===== src/rtl/psu_scan_ctrl.sv =====
// ============================================================================
// psu_scan_ctrl : slides a serial bit stream through a WIN_W-bit window,
//                 samples an external matcher once the window is full, and
//                 counts and locates matches per frame.
// Revision      : 1.0
// ============================================================================
`default_nettype none

module psu_scan_ctrl #(
  parameter int WIN_W = 19,
  parameter int LEN_W = 16
) (
  input  logic             clk,
  input  logic             rst_n,
  input  logic             start,
  input  logic [LEN_W-1:0] frame_len,
  input  logic             bit_valid,
  input  logic             bit_data,
  output logic             bit_ready,
  output logic [WIN_W-1:0] m_win,
  input  logic             match_in,
  output logic             match_pulse,
  output logic [LEN_W-1:0] match_pos,
  output logic [LEN_W-1:0] match_cnt,
  output logic             busy,
  output logic             done
);

  typedef enum logic [1:0] {
    S_IDLE  = 2'd0,
    S_SHIFT = 2'd1,
    S_CHECK = 2'd2,
    S_DONE  = 2'd3
  } state_t;

  localparam logic [LEN_W:0] WIN_THR = (LEN_W+1)'(WIN_W);

  state_t           state_q, state_d;
  logic [LEN_W-1:0] len_q, len_d;
  logic [LEN_W-1:0] bit_idx_q, bit_idx_d;
  logic [LEN_W-1:0] match_cnt_q, match_cnt_d;
  logic [LEN_W-1:0] match_pos_q, match_pos_d;
  logic [WIN_W-1:0] m_win_q, m_win_d;
  logic             bit_ready_q, bit_ready_d;
  logic             busy_q, busy_d;
  logic             done_q, done_d;
  logic [LEN_W-1:0] idx_inc;

  always_comb begin
    state_d     = state_q;
    len_d       = len_q;
    bit_idx_d   = bit_idx_q;
    match_cnt_d = match_cnt_q;
    match_pos_d = match_pos_q;
    m_win_d     = m_win_q;
    idx_inc     = bit_idx_q + LEN_W'(1);

    case (state_q)
      S_IDLE: begin
        if (start) begin
          len_d       = frame_len;
          m_win_d     = '0;
          bit_idx_d   = '0;
          match_cnt_d = '0;
          match_pos_d = '0;
          state_d     = (frame_len == '0) ? S_DONE : S_SHIFT;
        end
      end
      S_SHIFT: begin
        if (bit_valid) begin
          m_win_d   = {m_win_q[WIN_W-2:0], bit_data};
          bit_idx_d = idx_inc;
          // Once the window is full every new bit gets one matcher look.
          if ({1'b0, idx_inc} >= WIN_THR) begin
            state_d = S_CHECK;
          end else if (idx_inc == len_q) begin
            state_d = S_DONE;
          end
        end
      end
      S_CHECK: begin
        if (match_in) begin
          if (match_cnt_q != '1) begin
            match_cnt_d = match_cnt_q + LEN_W'(1);
          end
          match_pos_d = bit_idx_q - LEN_W'(1);
        end
        state_d = (bit_idx_q == len_q) ? S_DONE : S_SHIFT;
      end
      S_DONE:  state_d = S_IDLE;
      default: state_d = S_IDLE;
    endcase

    bit_ready_d = (state_d == S_SHIFT);
    busy_d      = (state_d != S_IDLE);
    done_d      = (state_d == S_DONE);
  end

  always_ff @(posedge clk or negedge rst_n) begin
    if (!rst_n) begin
      state_q     <= S_IDLE;
      len_q       <= '0;
      bit_idx_q   <= '0;
      match_cnt_q <= '0;
      match_pos_q <= '0;
      m_win_q     <= '0;
      bit_ready_q <= 1'b0;
      busy_q      <= 1'b0;
      done_q      <= 1'b0;
    end else begin
      state_q     <= state_d;
      len_q       <= len_d;
      bit_idx_q   <= bit_idx_d;
      match_cnt_q <= match_cnt_d;
      match_pos_q <= match_pos_d;
      m_win_q     <= m_win_d;
      bit_ready_q <= bit_ready_d;
      busy_q      <= busy_d;
      done_q      <= done_d;
    end
  end

  // The matcher answers combinationally for the current window, so the pulse
  // has to be taken from it directly during CHECK.
  assign match_pulse = (state_q == S_CHECK) && match_in;
  assign bit_ready   = bit_ready_q;
  assign busy        = busy_q;
  assign done        = done_q;
  assign m_win       = m_win_q;
  assign match_cnt   = match_cnt_q;
  assign match_pos   = match_pos_q;

endmodule

`default_nettype wire


===== config.mk =====
export PLATFORM = sky130hd
export DESIGN_NAME = psu_scan_ctrl
export DESIGN_NICKNAME = d
export VERILOG_FILES = /design/src/rtl/psu_scan_ctrl.sv
export SDC_FILE = /design/constraint.sdc
export NUM_CORES = 1
export LEC_CHECK = 0
export CAP_MARGIN = 20
export CORE_ASPECT_RATIO = 1.2
export CORE_MARGIN = 4
export CORE_UTILIZATION = 50
export DETAILED_ROUTE_END_ITERATION = 7
export PLACE_DENSITY = 0.75
export REMOVE_ABC_BUFFERS = 1
export SYNTH_ARGS = -nofsm -noshare
export SYNTH_HDL_FRONTEND = slang
export SYNTH_SLANG_ARGS = --single-unit
export TNS_END_PERCENT = 20

===== constraint.sdc =====
create_clock -name clk -period 3.2 [get_ports clk]
set_clock_uncertainty 0.2 [all_clocks]
set_input_delay 0.48 -clock clk [delete_from_list [all_inputs] [get_ports clk]]
set_output_delay 0.48 -clock clk [all_outputs]
set_load 0.05 [all_outputs]

Word-level counts from Yosys, hierarchy flattened
Cells that the tools add are included.
{ "op_classes": {"add_sub_neg": 3, "order_cmp": 1, "eq_ne": 12, "mux": 18, "n_reduce_logical": 10} }
{ "op_table": {"columns": ["cell", "count"], "rows": [
  ["16-bit one-hot mux with 2 select lines", 3],
  ["16-bit two-way mux", 5],
  ["19-bit two-way mux", 2],
  ["19-bit one-hot mux with 2 select lines", 1],
  ["16-bit by 1-bit adder with 16-bit output (second input constant)", 2],
  ["16-bit equality test", 2],
  ["16-bit by 5-bit >= comparator with 1-bit output (second input constant)", 1],
  ["16-bit logical NOT", 1],
  ["16-bit != test (second input constant)", 1],
  ["16-bit by 1-bit subtractor with 16-bit output (second input constant)", 1],
  ["2-bit two-way mux", 6],
  ["2-bit != test (second input constant)", 4],
  ["2-bit one-hot mux with 4 select lines", 1],
  ["2-bit equality test (second input constant)", 3],
  ["3-bit AND reduction", 2],
  ["2-bit nonzero test", 3],
  ["2-bit by 1-bit equality test with 1-bit output (second input constant)", 2],
  ["4-bit AND reduction", 1],
  ["2-bit logical NOT", 1],
  ["2-bit AND reduction", 1],
  ["1-bit logical AND", 1]
]} }
{ "totals": {"reg_bits": 88, "out_inout_bits": 55, "elab_cells": 53} }

Logic depth before layout (Yosys ltp)
{ "depth": {"depth_word": 7, "ltp_mapped": 9, "depth_no_buf": 8} }

Worst setup path after synthesis
No wires, ideal clock.
{ "synth_timing": {"kind": "reg-to-reg", "from": "register match_cnt_q[6], in the netlist match_cnt[6]", "to": "register match_cnt_q[0], in the netlist match_cnt[0]", "t_arrival_ns": 2.273, "required_ns": 2.933, "slack_ns": 0.660, "stages_incl_launch_ff": 8, "synth_period_minus_slack_ns": 2.540, "path_cell_list": "dfrtp_1 and4_1 and4_1 and2_1 a21oi_2 nor2_1 or4b_2 nand2_1"} }
{ "synth_via": {"elab_chain_cells": 3} }
{ "synth_lines": {"columns": ["item", "line_no", "rtl"], "rows": [
  ["start, declared", "41", "logic [LEN_W-1:0] match_cnt_q, match_cnt_d;"],
  ["start signal, assigned", "114", "match_cnt_q <= match_cnt_d;"],
  ["16-bit != test", "83", "if (match_cnt_q != '1) begin"],
  ["2-bit != test (no line)", null, null],
  ["4-bit AND reduction (no line)", null, null]
]} }
No other way between the ends.
A chain may end at the register's enable or synchronous reset.

Worst setup path after layout
{ "layout_timing": {"from": "register bit_idx_q[1]", "to": "register bit_ready_q, in the netlist bit_ready"} }
{ "layout_via": {"elab_chain_cells": 7} }
{ "layout_lines": {"columns": ["item", "line_no", "rtl"], "rows": [
  ["start, declared", "40", "logic [LEN_W-1:0] bit_idx_q, bit_idx_d;"],
  ["start signal, assigned", "113", "bit_idx_q <= bit_idx_d;"],
  ["branches (longest 5 deep; another with 16-bit by 1-bit adder with 16-bit output)", null, null],
  ["2-bit one-hot mux with 4 select lines *", "58", "case (state_q)"],
  ["2-bit by 1-bit equality test with 1-bit output *", "94", "bit_ready_d = (state_d == S_SHIFT);"],
  ["net bit_ready_d", "44", "logic bit_ready_q, bit_ready_d;"],
  ["end signal, assigned", "117", "bit_ready_q <= bit_ready_d;"],
  ["end, declared", "44", null]
]} }
Mark *: on every way through the listed nets, which the timed path passes.

==> results.py <==
metrics = {
    "power": {
        "seq_power_share_pct": 44.1,
        "internal_power_mw": 2.02,
        "power.density_cell_area_nw_per_um2": 545,
        "p_comb_share_pct": 35.7,
        "switchingPower_mw": 1.22,
        "p_clk_share_pct": 20.2,
        "leakage_power_nw": 2.51,
        "power.switching_fraction_pct": 37.7,
        "irDropWorstVdd_mv": 0.397,
    },
    "timing": {
        "hold-worst-slack_ns": 0.282,
        "final_setup_violation_count": 0,
        "tightest_slew_ns": 0.578,
        "final.period_utilization_pct": 91.6,
        "grt_setup_unrepaired": "no",
        "worst_slew_margin_rel_pct": 61.5,
        "totalNegativeSetupSlack_ns": 0,
        "timing.final.hold_violations": 0,
        "timing.final.max_slew_violations": 0,
        "clock.fmax_ghz": 0.341,
        "final_period_minus_worst_setup_slack_ns": 2.93,
    },
    "synth": {
        "synth.cells.most_frequent": "nand2_1, dfrtp_1, o21ai_0",
        "synth.cell_area_um2": 4810,
        "synthArstFlopShare_pct": 100,
        "ys_ff_latch": 88,
        "synthesis.instances": 532,
        "share_of_the_yosys_chip_area_belonging_to_registers_pct": 45.8,
        "synth_area_leader_cell": "dfrtp_1",
        "post-synth-top-area-fraction_pct": 45.8,
        "synth-main-ff-cell": "dfrtp_1",
        "avgSynthCellArea_um2": 9.04,
        "synthDistinctLibCells": 55,
        "yosysWarningCount": 0,
        "synth.most_common_cell": "nand2_1",
        "synthTopCellsByArea": "dfrtp_1, nand2_1, o21ai_0, xnor2_1, xor2_1",
        "synth_edf_count": 0,
    },
    "placement": {
        "final_weighted_congestion_in_routability_driven_placement": 0.883,
        "dpl_cell_area_um2": 5740,
        "number_of_placed_instances_with_taps_included": 709,
        "numPortBuffers": 76,
        "hpwlAfterDp_mm": 8.87,
    },
    "layout": {
        "antenna_cells": 0,
        "finish.net_count": 629,
        "fin_cells": 727,
        "final_design_area_no_fill_um2": 5950,
        "filler_cell_count": 795,
        "syn_to_final_growth_pct": 23.7,
        "final_layout_size_suffix_gt1_share_pct": 11.4,
    },
    "die": {
        "io_pins": 77,
        "die_h_um": 115,
        "fp.coreArea_um2": 9220,
        "starting_density_of_the_core_pct": 52.2,
        "die-area_um2": 11300,
        "chipWidth_um": 97.5,
        "std_cell_rows": 38,
    },
    "clocking": {
        "total_number_of_h_tree_levels": 3,
        "clockBufferDepth": 2,
        "tritoncts_clock_tree": "yes",
        "cts_sinks": 88,
        "cts-root-buf": "clkbuf_8",
        "cts-buffers-inserted": 9,
        "cts.reportedPaths.clkPinSlew_ns": 0.08,
        "worst_skew_pair_later_pin_latency_ns": 0.36,
    },
    "global_routing": {
        "grt_start_max_net_pins": 89,
        "global_route.usage.total_pct": 22.8,
        "antenna_found_initial": 0,
        "globalRoute.totalOverflow": 0,
        "global_route_wire_length_before_repair_mm": 20.5,
        "first_global_vias": 4107,
    },
    "setup_path": {
        "worst_ep_arrival_time_ns": 2.99,
        "timing.critical_path.required_ns": 3.26,
        "cp_max_fo": 12,
        "worstSetupEndpointType": "flop",
        "setup.worst_path.class": "reg -> reg",
        "critPathLaunchType": "flop",
    },
    "routing": {
        "wire_per_inst_um": 16.8,
        "detail_route.vias_per_cell": 5.53,
        "ant_nets": 0,
        "drc": 0,
        "route.vias.total": 4018,
        "drtPass1Iterations": 4,
        "drt-total-wl_mm": 12.2,
        "detail_route.iter0.violations": 185,
    },
    "worst_hold_path": {
        "hold_path_class": "reg -> reg",
    },
    "run": {
        "max_cap_violations": 0,
    },
    "run_status": {
        "result_of_the_run": "completed",
    },
}
## routing by layer
layer | vias up | global-route usage, % | routed length [um]
li1 | 1970 | - | -
met1 | 1918 | 29.1 | 5250
met2 | 108 | 37.6 | 5960
met3 | 22 | 4.58 | 701
met4 | 0 | 11.0 | 338
met5 | - | 0 | 0
## area by class of cell
type | instances | area, um^2 | area share, %
clock inverter | 4 | 22.5 | 0.378
timing repair buffer | 97 | 965 | 16.2
sequential | 88 | 2200 | 37.0
clock buffer | 11 | 131 | 2.21
multi-input combinational | 400 | 2450 | 41.2
inverter | 7 | 26.3 | 0.441
tap | 120 | 150 | 2.52
## worst max-delay path, stage by stage (launching register included)
cell and delay, ns:
dfrtp_1 0.57, ha_1 0.42, nand3_2 0.26, nor4_4 0.37
xnor2_1 0.12, o21ai_0 0.09, and4bb_2 0.26, o21ai_0 0.30
and3b_1 0.22
## path summary, 6_finish.rpt
check                         startpoint            end  slack (ns)  depth (start not counted)
hold / removal             match_pos[11]  match_pos[11]        0.28                          2
hold reg to reg            match_pos[11]  match_pos[11]        0.28                          2
setup / recovery            bit_idx_q[1]      bit_ready        0.27                          8
max in group asynchronous          rst_n       len_q[1]        1.73                          3
min in group asynchronous          rst_n   match_pos[2]        0.44                          2
setup reg to reg            bit_idx_q[1]      bit_ready        0.27                          8
## stage by stage
| stage | total power, mW | utilization, % | setup WS (ns) |
|---|---|---|---|
| after floorplan | 2.21 | - | -1.69 |
| after global placement | 2.59 | 62.2 | 0.419 |
| after detailed placement | 2.61 | 62.2 | 0.229 |
| after CTS | 3.27 | 63.8 | 0.214 |
| after global routing | 3.45 | 64.5 | 0.0288 |
| final | 3.25 | 64.5 | 0.269 |
## logic make-up after synthesis
group	count (synthesis)	share of synthesized area, %
AND/OR/NAND/NOR	221	23.0
AO/OA/AOI/OAI	103	12.5
flip-flops	88	45.8
XOR/XNOR	54	9.83
buffers and inverters	44	3.64
multiplexers	18	4.19
adder cells (fa/ha/maj)	4	1.04
## timing repair
action | in CTS | in global routing
setup endpoints to repair | 0 | 2
endpoints found under the hold margin | 0 | 41
hold buffers | 0 | 1
setup buffers | 0 | 0
resized for setup | 0 | 3
## flip-flops by register name, summed over array words and instances (netlist names)
name,cells
bit_idx_q,16
bit_ready,1
busy,1
done,1
len_q,16
m_win,19
match_cnt,16
match_pos,16
state_q,2
## cell usage in the layout (no fill, tap or decap), types with 16 or more instances in the layout
cell / n
clkdlybuf4s50_1: 74
o21ai_0: 65
xnor2_1: 31
dfrtp_1: 88
nor2_1: 40
nand2_1: 91
nand3_1: 16
buf_4: 18
mux2_2: 17
xor2_1: 23
## power groups by stage
stage,registers (mW),clock network (mW),logic [mW]
CTS,1.43,0.674,1.16
detailed placement,1.45,0,1.16
finish,1.43,0.655,1.16
floorplan,1.68,0,0.534
global placement,1.45,0,1.14
global route,1.46,0.724,1.27
Note: power is estimated with default switching activity, not from simulation.
